==> src/rtl/commit_queue_pkg.sv <==
// Shared definitions for the commit queue: FSM state codes and entry sizing.
package commit_queue_pkg;

  // Commit FSM state codes
  localparam logic StRun     = 1'b0;
  localparam logic StCsrWait = 1'b1;

  // Packed entry layout, MSB first:
  // wena | waddr | wdata | is_csr | csr_op | csr_wena | csr_waddr | csr_wdata [| pc | inst]
  function automatic int unsigned entry_width(input int unsigned xlen,
                                               input int unsigned reg_aw,
                                               input int unsigned csr_opw,
                                               input bit          trace);
    return 1 + reg_aw + xlen + 1 + csr_opw + 1 + xlen + xlen + (trace ? 2 * xlen : 0);
  endfunction

endpackage

==> src/rtl/commit_queue_mem.sv <==
// Entry storage for the commit queue: one synchronous write port, one combinational read port.
module commit_queue_mem #(
  parameter int unsigned DEPTH = 4,
  parameter int unsigned WIDTH = 8
) (
  input  logic                       clock,
  input  logic                       we_i,
  input  logic [$clog2(DEPTH)-1:0]   waddr_i,
  input  logic [WIDTH-1:0]           wdata_i,
  input  logic [$clog2(DEPTH)-1:0]   raddr_i,
  output logic [WIDTH-1:0]           rdata_o
);

  logic [WIDTH-1:0] mem_q [DEPTH];

  // Write the pushed entry; contents need no reset since occupancy gates every read
  always_ff @(posedge clock) begin
    if (we_i) mem_q[waddr_i] <= wdata_i;
  end

  assign rdata_o = mem_q[raddr_i];

endmodule

==> src/rtl/commit_queue.sv <==
// In-order commit queue between memory stage and GPR/CSR writeback.
// Optional feature macro: COMMIT_TRACE_EN adds per-entry pc/inst and commit_pc_o/commit_inst_o.
module commit_queue
  import commit_queue_pkg::*;
#(
  parameter int unsigned DEPTH   = 4,
  parameter int unsigned XLEN    = 32,
  parameter int unsigned REG_AW  = 5,
  parameter int unsigned CSR_OPW = 8
) (
  input  logic                       clock,
  input  logic                       reset,
  input  logic                       flush_i,
  input  logic                       valid_pre_i,
  output logic                       ready_pre_o,
  input  logic [XLEN-1:0]            pc_i,
  input  logic [XLEN-1:0]            inst_i,
  input  logic                       wsel_i,
  input  logic                       wena_i,
  input  logic [REG_AW-1:0]          waddr_i,
  input  logic [XLEN-1:0]            alu_result_i,
  input  logic [XLEN-1:0]            mem_result_i,
  input  logic [CSR_OPW-1:0]         csr_op_i,
  input  logic                       csr_wena_i,
  input  logic [XLEN-1:0]            csr_waddr_i,
  input  logic [XLEN-1:0]            csr_wdata_i,
  input  logic                       commit_ready_i,
  output logic                       commit_valid_o,
  output logic                       commit_csr_o,
  output logic                       wena_o,
  output logic [REG_AW-1:0]          waddr_o,
  output logic [XLEN-1:0]            wdata_o,
  output logic [CSR_OPW-1:0]         csr_op_o,
  output logic                       csr_wena_o,
  output logic [XLEN-1:0]            csr_waddr_o,
  output logic [XLEN-1:0]            csr_wdata_o,
`ifdef COMMIT_TRACE_EN
  output logic [XLEN-1:0]            commit_pc_o,
  output logic [XLEN-1:0]            commit_inst_o,
`endif
  output logic [$clog2(DEPTH):0]     count_o,
  output logic                       empty_o,
  output logic                       full_o
);

  localparam int unsigned PW = $clog2(DEPTH);
  localparam int unsigned CW = PW + 1;
`ifdef COMMIT_TRACE_EN
  localparam bit Trace = 1'b1;
`else
  localparam bit Trace = 1'b0;
`endif
  localparam int unsigned EW = entry_width(XLEN, REG_AW, CSR_OPW, Trace);

  logic [PW-1:0] wr_ptr_q, wr_ptr_d, rd_ptr_q, rd_ptr_d;
  logic [CW-1:0] count_q, count_d;
  logic          state_q, state_d;
  logic          push, pop, full, empty;

  logic [EW-1:0] wr_entry, rd_entry;
  logic [XLEN-1:0] wdata_in;

  // Head entry fields
  logic               h_wena, h_is_csr, h_csr_wena;
  logic [REG_AW-1:0]  h_waddr;
  logic [XLEN-1:0]    h_wdata, h_csr_waddr, h_csr_wdata;
  logic [CSR_OPW-1:0] h_csr_op;

  assign wdata_in = wsel_i ? mem_result_i : alu_result_i;

`ifdef COMMIT_TRACE_EN
  logic [XLEN-1:0] h_pc, h_inst;
  assign wr_entry = {wena_i, waddr_i, wdata_in, |csr_op_i, csr_op_i, csr_wena_i,
                     csr_waddr_i, csr_wdata_i, pc_i, inst_i};
  assign {h_wena, h_waddr, h_wdata, h_is_csr, h_csr_op, h_csr_wena,
          h_csr_waddr, h_csr_wdata, h_pc, h_inst} = rd_entry;
`else
  logic unused_trace;
  assign unused_trace = ^{pc_i, inst_i};
  assign wr_entry = {wena_i, waddr_i, wdata_in, |csr_op_i, csr_op_i, csr_wena_i,
                     csr_waddr_i, csr_wdata_i};
  assign {h_wena, h_waddr, h_wdata, h_is_csr, h_csr_op, h_csr_wena,
          h_csr_waddr, h_csr_wdata} = rd_entry;
`endif

  assign full  = (count_q == CW'(DEPTH));
  assign empty = (count_q == '0);

  // Handshake: a pop frees a slot the same cycle, so a full queue may still accept
  assign pop         = !empty && commit_ready_i && (state_q == StRun) && !flush_i;
  assign ready_pre_o = !flush_i && (!full || pop);
  assign push        = valid_pre_i && ready_pre_o;

  commit_queue_mem #(
    .DEPTH (DEPTH),
    .WIDTH (EW)
  ) u_mem (
    .clock   (clock),
    .we_i    (push),
    .waddr_i (wr_ptr_q),
    .wdata_i (wr_entry),
    .raddr_i (rd_ptr_q),
    .rdata_o (rd_entry)
  );

  // Pointer, occupancy and FSM next state; flush wins over everything
  always_comb begin
    wr_ptr_d = wr_ptr_q;
    rd_ptr_d = rd_ptr_q;
    count_d  = count_q;
    state_d  = StRun;
    if (flush_i) begin
      wr_ptr_d = '0;
      rd_ptr_d = '0;
      count_d  = '0;
    end else begin
      if (push) wr_ptr_d = wr_ptr_q + PW'(1);
      if (pop)  rd_ptr_d = rd_ptr_q + PW'(1);
      if (push && !pop)      count_d = count_q + CW'(1);
      else if (pop && !push) count_d = count_q - CW'(1);
      // CSR retire forces a single bubble cycle before the next retire
      if (state_q == StRun && pop && h_is_csr) state_d = StCsrWait;
    end
  end

  // Pointer, occupancy and FSM state registers
  always_ff @(posedge clock or negedge reset) begin
    if (!reset) begin
      wr_ptr_q <= '0;
      rd_ptr_q <= '0;
      count_q  <= '0;
      state_q  <= StRun;
    end else begin
      wr_ptr_q <= wr_ptr_d;
      rd_ptr_q <= rd_ptr_d;
      count_q  <= count_d;
      state_q  <= state_d;
    end
  end

  logic               commit_valid_q, commit_valid_d, commit_csr_q, commit_csr_d;
  logic               wena_q, wena_d, csr_wena_q, csr_wena_d;
  logic [REG_AW-1:0]  waddr_q, waddr_d;
  logic [XLEN-1:0]    wdata_q, wdata_d, csr_waddr_q, csr_waddr_d, csr_wdata_q, csr_wdata_d;
  logic [CSR_OPW-1:0] csr_op_q, csr_op_d;

  // Output next state: strobes pulse on pop only, data fields hold otherwise
  always_comb begin
    commit_valid_d = 1'b0;
    commit_csr_d   = 1'b0;
    wena_d         = 1'b0;
    csr_wena_d     = 1'b0;
    waddr_d        = waddr_q;
    wdata_d        = wdata_q;
    csr_op_d       = csr_op_q;
    csr_waddr_d    = csr_waddr_q;
    csr_wdata_d    = csr_wdata_q;
    if (pop) begin
      commit_valid_d = 1'b1;
      commit_csr_d   = h_is_csr;
      wena_d         = h_wena && (h_waddr != '0);
      csr_wena_d     = h_csr_wena;
      waddr_d        = h_waddr;
      wdata_d        = h_wdata;
      csr_op_d       = h_csr_op;
      csr_waddr_d    = h_csr_waddr;
      csr_wdata_d    = h_csr_wdata;
    end
  end

  // Output registers
  always_ff @(posedge clock or negedge reset) begin
    if (!reset) begin
      commit_valid_q <= 1'b0;
      commit_csr_q   <= 1'b0;
      wena_q         <= 1'b0;
      csr_wena_q     <= 1'b0;
      waddr_q        <= '0;
      wdata_q        <= '0;
      csr_op_q       <= '0;
      csr_waddr_q    <= '0;
      csr_wdata_q    <= '0;
    end else begin
      commit_valid_q <= commit_valid_d;
      commit_csr_q   <= commit_csr_d;
      wena_q         <= wena_d;
      csr_wena_q     <= csr_wena_d;
      waddr_q        <= waddr_d;
      wdata_q        <= wdata_d;
      csr_op_q       <= csr_op_d;
      csr_waddr_q    <= csr_waddr_d;
      csr_wdata_q    <= csr_wdata_d;
    end
  end

`ifdef COMMIT_TRACE_EN
  logic [XLEN-1:0] pc_q, pc_d, inst_q, inst_d;

  // Trace next state: loaded with the other outputs on pop
  always_comb begin
    pc_d   = pop ? h_pc : pc_q;
    inst_d = pop ? h_inst : inst_q;
  end

  // Trace registers
  always_ff @(posedge clock or negedge reset) begin
    if (!reset) begin
      pc_q   <= '0;
      inst_q <= '0;
    end else begin
      pc_q   <= pc_d;
      inst_q <= inst_d;
    end
  end

  assign commit_pc_o   = pc_q;
  assign commit_inst_o = inst_q;
`endif

  assign commit_valid_o = commit_valid_q;
  assign commit_csr_o   = commit_csr_q;
  assign wena_o         = wena_q;
  assign csr_wena_o     = csr_wena_q;
  assign waddr_o        = waddr_q;
  assign wdata_o        = wdata_q;
  assign csr_op_o       = csr_op_q;
  assign csr_waddr_o    = csr_waddr_q;
  assign csr_wdata_o    = csr_wdata_q;
  assign count_o        = count_q;
  assign empty_o        = empty;
  assign full_o         = full;

endmodule

==> config.mk <==
export PLATFORM = sky130hd
export DESIGN_NAME = commit_queue
export DESIGN_NICKNAME = d
export VERILOG_FILES = /design/src/rtl/commit_queue_pkg.sv /design/src/rtl/commit_queue_mem.sv /design/src/rtl/commit_queue.sv
export SDC_FILE = /design/constraint.sdc
export NUM_CORES = 1
export LEC_CHECK = 0
export ABC_AREA = 1
export CAP_MARGIN = 15
export CORE_MARGIN = 2
export CORE_UTILIZATION = 41
export CTS_BUF_LIST = sky130_fd_sc_hd__clkbuf_8
export DETAILED_ROUTE_END_ITERATION = 7
export GPL_TIMING_DRIVEN = 0
export MAX_ROUTING_LAYER = met4
export PLACE_DENSITY = 0.64
export SYNTH_ARGS = -nofsm -noshare
export SYNTH_HDL_FRONTEND = slang
export SYNTH_SLANG_ARGS = --single-unit
==> constraint.sdc <==
create_clock -name clock -period 9.68 [get_ports clock]
set_clock_uncertainty 0.15 [all_clocks]
set_input_delay 1.452 -clock clock [delete_from_list [all_inputs] [get_ports clock]]
set_output_delay 1.452 -clock clock [all_outputs]
set_load 0.01 [all_outputs]
==> run_results.csv <==
group,metric,value,unit
clock_tree,cts_buffer_depth,3,
grt,grt_use_met3,4.700,%
detailed_routing,ant_nets,0,
grt,overflow,0,
layout,fin_cells,2823,
detailed_routing,drt_first_pass_iters,6,
floorplanning,die-area,54590,sq um
grt,grt-busiest-layer,"met2",
hold_path,hold_start,"csr_op_o[5]$_DFFE_PN0P_",
placed_design,io_buffers,266,
clock_tree,hold_buffers,0,
synth,seq_area_frac_synth,76.22,%
worst_setup_path,setup.worst_path.start,"flush_i",
pwr,power_frac_seq,43.5,%
clock_tree,insertion_delay,670,ps
sta,min_period_over_period,49.48,%
pwr,power,7221,uW
floorplanning,ioPinCount,332,
pwr,combPwrFrac,27.9,%
clock_tree,cts_tree,"done",
grt,grt_start_max_net_pins,75,
floorplanning,core_area,52340,sq um
sta,fin_ws,4890,ps
pwr,p_leak,0.01034,uW
hold_path,holdCritPathClass,"reg2reg",
pwr,p_sw,2276,uW
run_status,status,"finished, final reports clean",
detailed_routing,wl_per_cell,19.97,microns
layout,design_area,27460,sq um
placed_design,dpl_cell_area,25570,sq um
sta,fmax,0.2088,GHz
flow_run,drv_cap,0,
worst_setup_path,crit_fanout,10,
grt,groute.usage.overall,21.36,%
sta,min_period,4790,ps
grt,antenna_found_initial,4,
detailed_routing,first_iter_violations,1210,
worst_setup_path,worstSetupPathType,"in2out",
synth,yosysUniqueCellTypes,26,
detailed_routing,drc,0,
sta,slew_viol_final,0,
synth,ys_ff_latch,569,
worst_setup_path,crit_required,8080,ps
layout,drive_above_1_share,11.03,%
pwr,power.density,263.0,nW/um^2
worst_setup_path,r2r-start,"state_q$_DFF_PN0_",
synth,syn-cell-area,21620,sq um
clock_tree,htree_levels,3,
grt,grt_pass1_vias,14546,
clock_tree,post_cts_resized,0,
layout,layout_common_cells,"edfxtp_1, nand2_1, clkdlybuf4s50_1, o21ai_0, nor2_1",
detailed_routing,totalWireLength,56380,microns
sta,grt_setup_unrepaired,"no",
clock_tree,root_buffer,"clkbuf_8",
synth,synth_area_leader_cell,"edfxtp_1",
clock_tree,cts_sinks,569,
sta,tightestPinTransition,781.0,ps
layout,area_growth,26.98,%
detailed_routing,vias_per_cell,5.146,
layout,final_net_count,2268,
layout,layout_commonest_cell,"edfxtp_1",
sta,report.final.setup_viol,0,
pwr,swShare,31.52,%
synth,synth_top_area_share,62.22,%
placed_design,dpl.hpwl,35990,microns
floorplanning,initial_utilization,41.31,%
synth,yosysWarnings,0,
sta,hold_viol_final,0,
layout,utilization,52.46,%
placed_design,place_ws,4921,ps
grt,grt_use_met1,27.78,%
synth,synth.avg_cell_area,12.94,sq um
sta,slew-limit-headroom,47.81,%
placed_design,dpl.cell_count,2643,
grt,grtUsageMet2,33.62,%
synth,syn_inst,1671,
floorplanning,rows,84,
worst_setup_path,worstPathArrival,3190,ps
pwr,ir_drop,104.9,uV
grt,grt_pass1_wl,84480,microns
synth,syn_nets,1889,
floorplanning,dieHeight,233.7,microns
pwr,power.share.clock,28.6,%
detailed_routing,via_count,14526,
clock_tree,cts.clk_slew.worst_paths,60,ps
worst_setup_path,r2r_cells,8,
worst_setup_path,cp-end-kind,"primary output",
hold_path,whs_path_depth,2,
placed_design,finalWeightedCongestion,0.8119,
clock_tree,postCtsSetupBuffers,0,
clock_tree,cts_buffers,93,
worst_setup_path,critPathLaunchType,"input port",
synth,synthTopCellsByArea,"edfxtp_1, dfrtp_1, nand2_1",
floorplanning,fp.dieW,233.7,microns
pwr,internal_power,4945,uW
## metal layers
layer | vias to the layer above | routed length [microns]
met2 | 544 | 27000
li1 | 6713 | -
met5 | - | 0
met4 | 0 | 1016
met3 | 82 | 4155
met1 | 7187 | 24210
## Yosys cell counts
master    instances
o22ai_1         105
inv_2             3
inv_1            19
nand4_1           1
buf_2            39
a221oi_1          2
ha_1              4
clkbuf_2          1
nand2_1         360
dfrtp_1         121
o21ai_0         221
nand3_1          19
nor2_1          221
xnor2_1           1
nor4_1            2
clkbuf_1         49
nor2_4            1
a21oi_1           7
buf_6             3
edfxtp_1        448
buf_4             9
nand3b_1          1
fa_1              1
mux2_1            2
nand2_2           1
mux2_2           30
## critical path: stages
cell and delay [ps]:
clkdlybuf4s50_1 490, inv_1 130, clkbuf_1 370, nand2_1 120, inv_1 100, clkdlybuf4s50_1 540
## flip-flops by register name, indices dropped and copies added (netlist names), 2 cells and up
name and count:
wdata_o 32, csr_op_o 8, wr_ptr_q 2, csr_waddr_o 32
rd_ptr_q 2, count_o 3, csr_wdata_o 32, u_mem.mem_q 448
waddr_o 5
## power by group through the flow
stage / sequential [uW] / clock (uW) / combinational (uW)
after CTS: 3140 / 2120 / 2040
after floorplan: 3280 / 0 / 913
final: 3140 / 2070 / 2010
after detailed placement: 3180 / 0 / 2030
after global routing: 3170 / 2220 / 2230
after global placement: 3220 / 0 / 1970
## final cells by class
class | instances | area, sq um
Inverter | 22 | 82.58
Clock inverter | 67 | 389.1
Timing Repair Buffer | 284 | 3054
Clock buffer | 108 | 1486
Fill cell | 4494 | 24880
Antenna cell | 5 | 12.51
Tap cell | 688 | 860.8
Sequential cell | 569 | 16480
Multi-Input combinational cell | 979 | 4604
Buffer | 101 | 485.5
## kinds of logic (layout without fill, tap and decap cells)
family / after synthesis / in the layout / share of synthesized area [%]
simple gates: 606 / 606 / 10.73
flops: 569 / 569 / 76.22
compound gates: 335 / 335 / 8.396
buf+inv: 123 / 582 / 2.627
mux: 32 / 32 / 1.666
fa+ha+maj: 5 / 5 / 0.3240
xor+xnor: 1 / 1 / 0.04051
other cells: 0 / 5 / 0
## path summary, 6_finish.rpt
check	to	slack [ps]
setup / recovery	ready_pre_o	4890
hold / removal	csr_op_o[5]$_DFFE_PN0P_	330
setup reg to reg	u_mem.mem_q[3][80]$_DFFE_PP_	6670
hold reg to reg	csr_op_o[5]$_DFFE_PN0P_	330
max in group asynchronous	csr_waddr_o[20]$_DFFE_PN0P_	8010
min in group asynchronous	csr_wdata_o[7]$_DFFE_PN0P_	560
## through the flow
stage	hold slack [ps]	setup TNS [ps]
global placement	313.8	-990010
finish	326.8	0
floorplan	350.3	0
CTS	330.4	0
detailed placement	314.9	0
global route	347.9	0
Power figures use the tool's default switching activity.
==> variant (config.mk and constraints unchanged) <==
`DEPTH` is set to 4 in 2 places; all go to 8.
--- a/src/rtl/commit_queue_mem.sv
+++ b/src/rtl/commit_queue_mem.sv
@@ -1,6 +1,6 @@
 // Entry storage for the commit queue: one synchronous write port, one combinational read port.
 module commit_queue_mem #(
-  parameter int unsigned DEPTH = 4,
+  parameter int unsigned DEPTH = 8,
   parameter int unsigned WIDTH = 8
 ) (
   input  logic                       clock,
--- a/src/rtl/commit_queue.sv
+++ b/src/rtl/commit_queue.sv
@@ -3,7 +3,7 @@
 module commit_queue
   import commit_queue_pkg::*;
 #(
-  parameter int unsigned DEPTH   = 4,
+  parameter int unsigned DEPTH   = 8,
   parameter int unsigned XLEN    = 32,
   parameter int unsigned REG_AW  = 5,
   parameter int unsigned CSR_OPW = 8
Interface: changed (resized count_o); port bits go from 332 to 333. The function was not compared with the original's and may differ.
==> variant against the unedited design <==
- area after synthesis rose by 82%
- first-iteration DRC count increased by 120%
- cell count rose by 69%
- cell area up 73%
- sequential cell count is 451 higher
- sequential share of layout area is 3.0 points higher
- worst setup slack better by 0.11 ns
- power grew 66%
- wire length up 92%
- largest power group unchanged
==> variant: results <==
export IMPL_numCtsBuffers=159
export IMPL_grtUsageMet2=0.354
export IMPL_yosysSeqAreaShare=0.763
export IMPL_status="complete, no violations"
export IMPL_synth_edf_count=896
export IMPL_r2r_end="u_mem.mem_q[1][76]"
export IMPL_rrSetupSlack_ns=6.38
export IMPL_period_minus_slack_ns=4.68
export IMPL_globalplace_congestion=0.787
export IMPL_gr_usage_met3=0.0491
export IMPL_synthArstFlopShare=0.122
export IMPL_h_tree_depth=4
export IMPL_vias=25500
export IMPL_antenna_found_initial=12
export IMPL_crit_path_start="commit_ready_i"
export IMPL_synthTopCellsByCount="896 x edfxtp_1, 473 x nor2_1, 435 x o21ai_0"
export IMPL_worst_pin_slew_ns=0.894
export IMPL_synthMuxAreaShare=0.00916
export IMPL_pre_cts_ws_ns=4.82
export IMPL_reg2reg_from="count_o[3]"
export IMPL_rr_worst_depth=12
export IMPL_dp_cells=4476
export IMPL_cp_arrival_ns=3.07
export IMPL_grt_pass1_wl_um=160000
export IMPL_yosys_area_share_adder=0.00178
export IMPL_final_fill_count=8166
export IMPL_min_to="wdata_o[4]"
export IMPL_hpwl_um=71200
export IMPL_power_density_nw_per_um2=252
export IMPL_final_cells=4775
export IMPL_nets=3590
export IMPL_insertion_delay_ns=0.83
export IMPL_synth_distinct_cells=30
export IMPL_synth_compound_area_share=0.103
-- variant: cell types whose count changed in the layout (fill, tap and decap cells not counted), sizes merged, moves of 21 or more --
cell / unedited run / this run
clkbuf: 158 / 276
nand3: 19 / 139
nor2: 222 / 474
nand2: 361 / 290
edfxtp: 448 / 896
clkinv: 19 / 40
o22ai: 105 / 0
o21ai: 221 / 443
o221ai: 0 / 187
buf: 70 / 160
inv: 64 / 116
o211ai: 0 / 21
-- variant: layout make-up --
type                       count  share of cell area
sequential                  1020               0.630
multi-input combinational   1614               0.172
timing repair buffer         335              0.0758
clock buffer                 166              0.0480
tap                         1265              0.0333
buffer                       201              0.0217
clock inverter               121              0.0145
inverter                      41             0.00323
antenna                       12            0.000631
-- variant: where the power goes --
part           internal, mW  switching (mW)
Clock                  1.74            1.67
Sequential             5.16           0.169
Combinational          1.16            2.10
Total                  8.05            3.94
-- variant: per-layer routing --
metal,vias up,routed length [µm]
li1,11700,-
met1,12500,44200
met2,1089,51800
met3,181,8900
met4,0,3120
met5,-,0
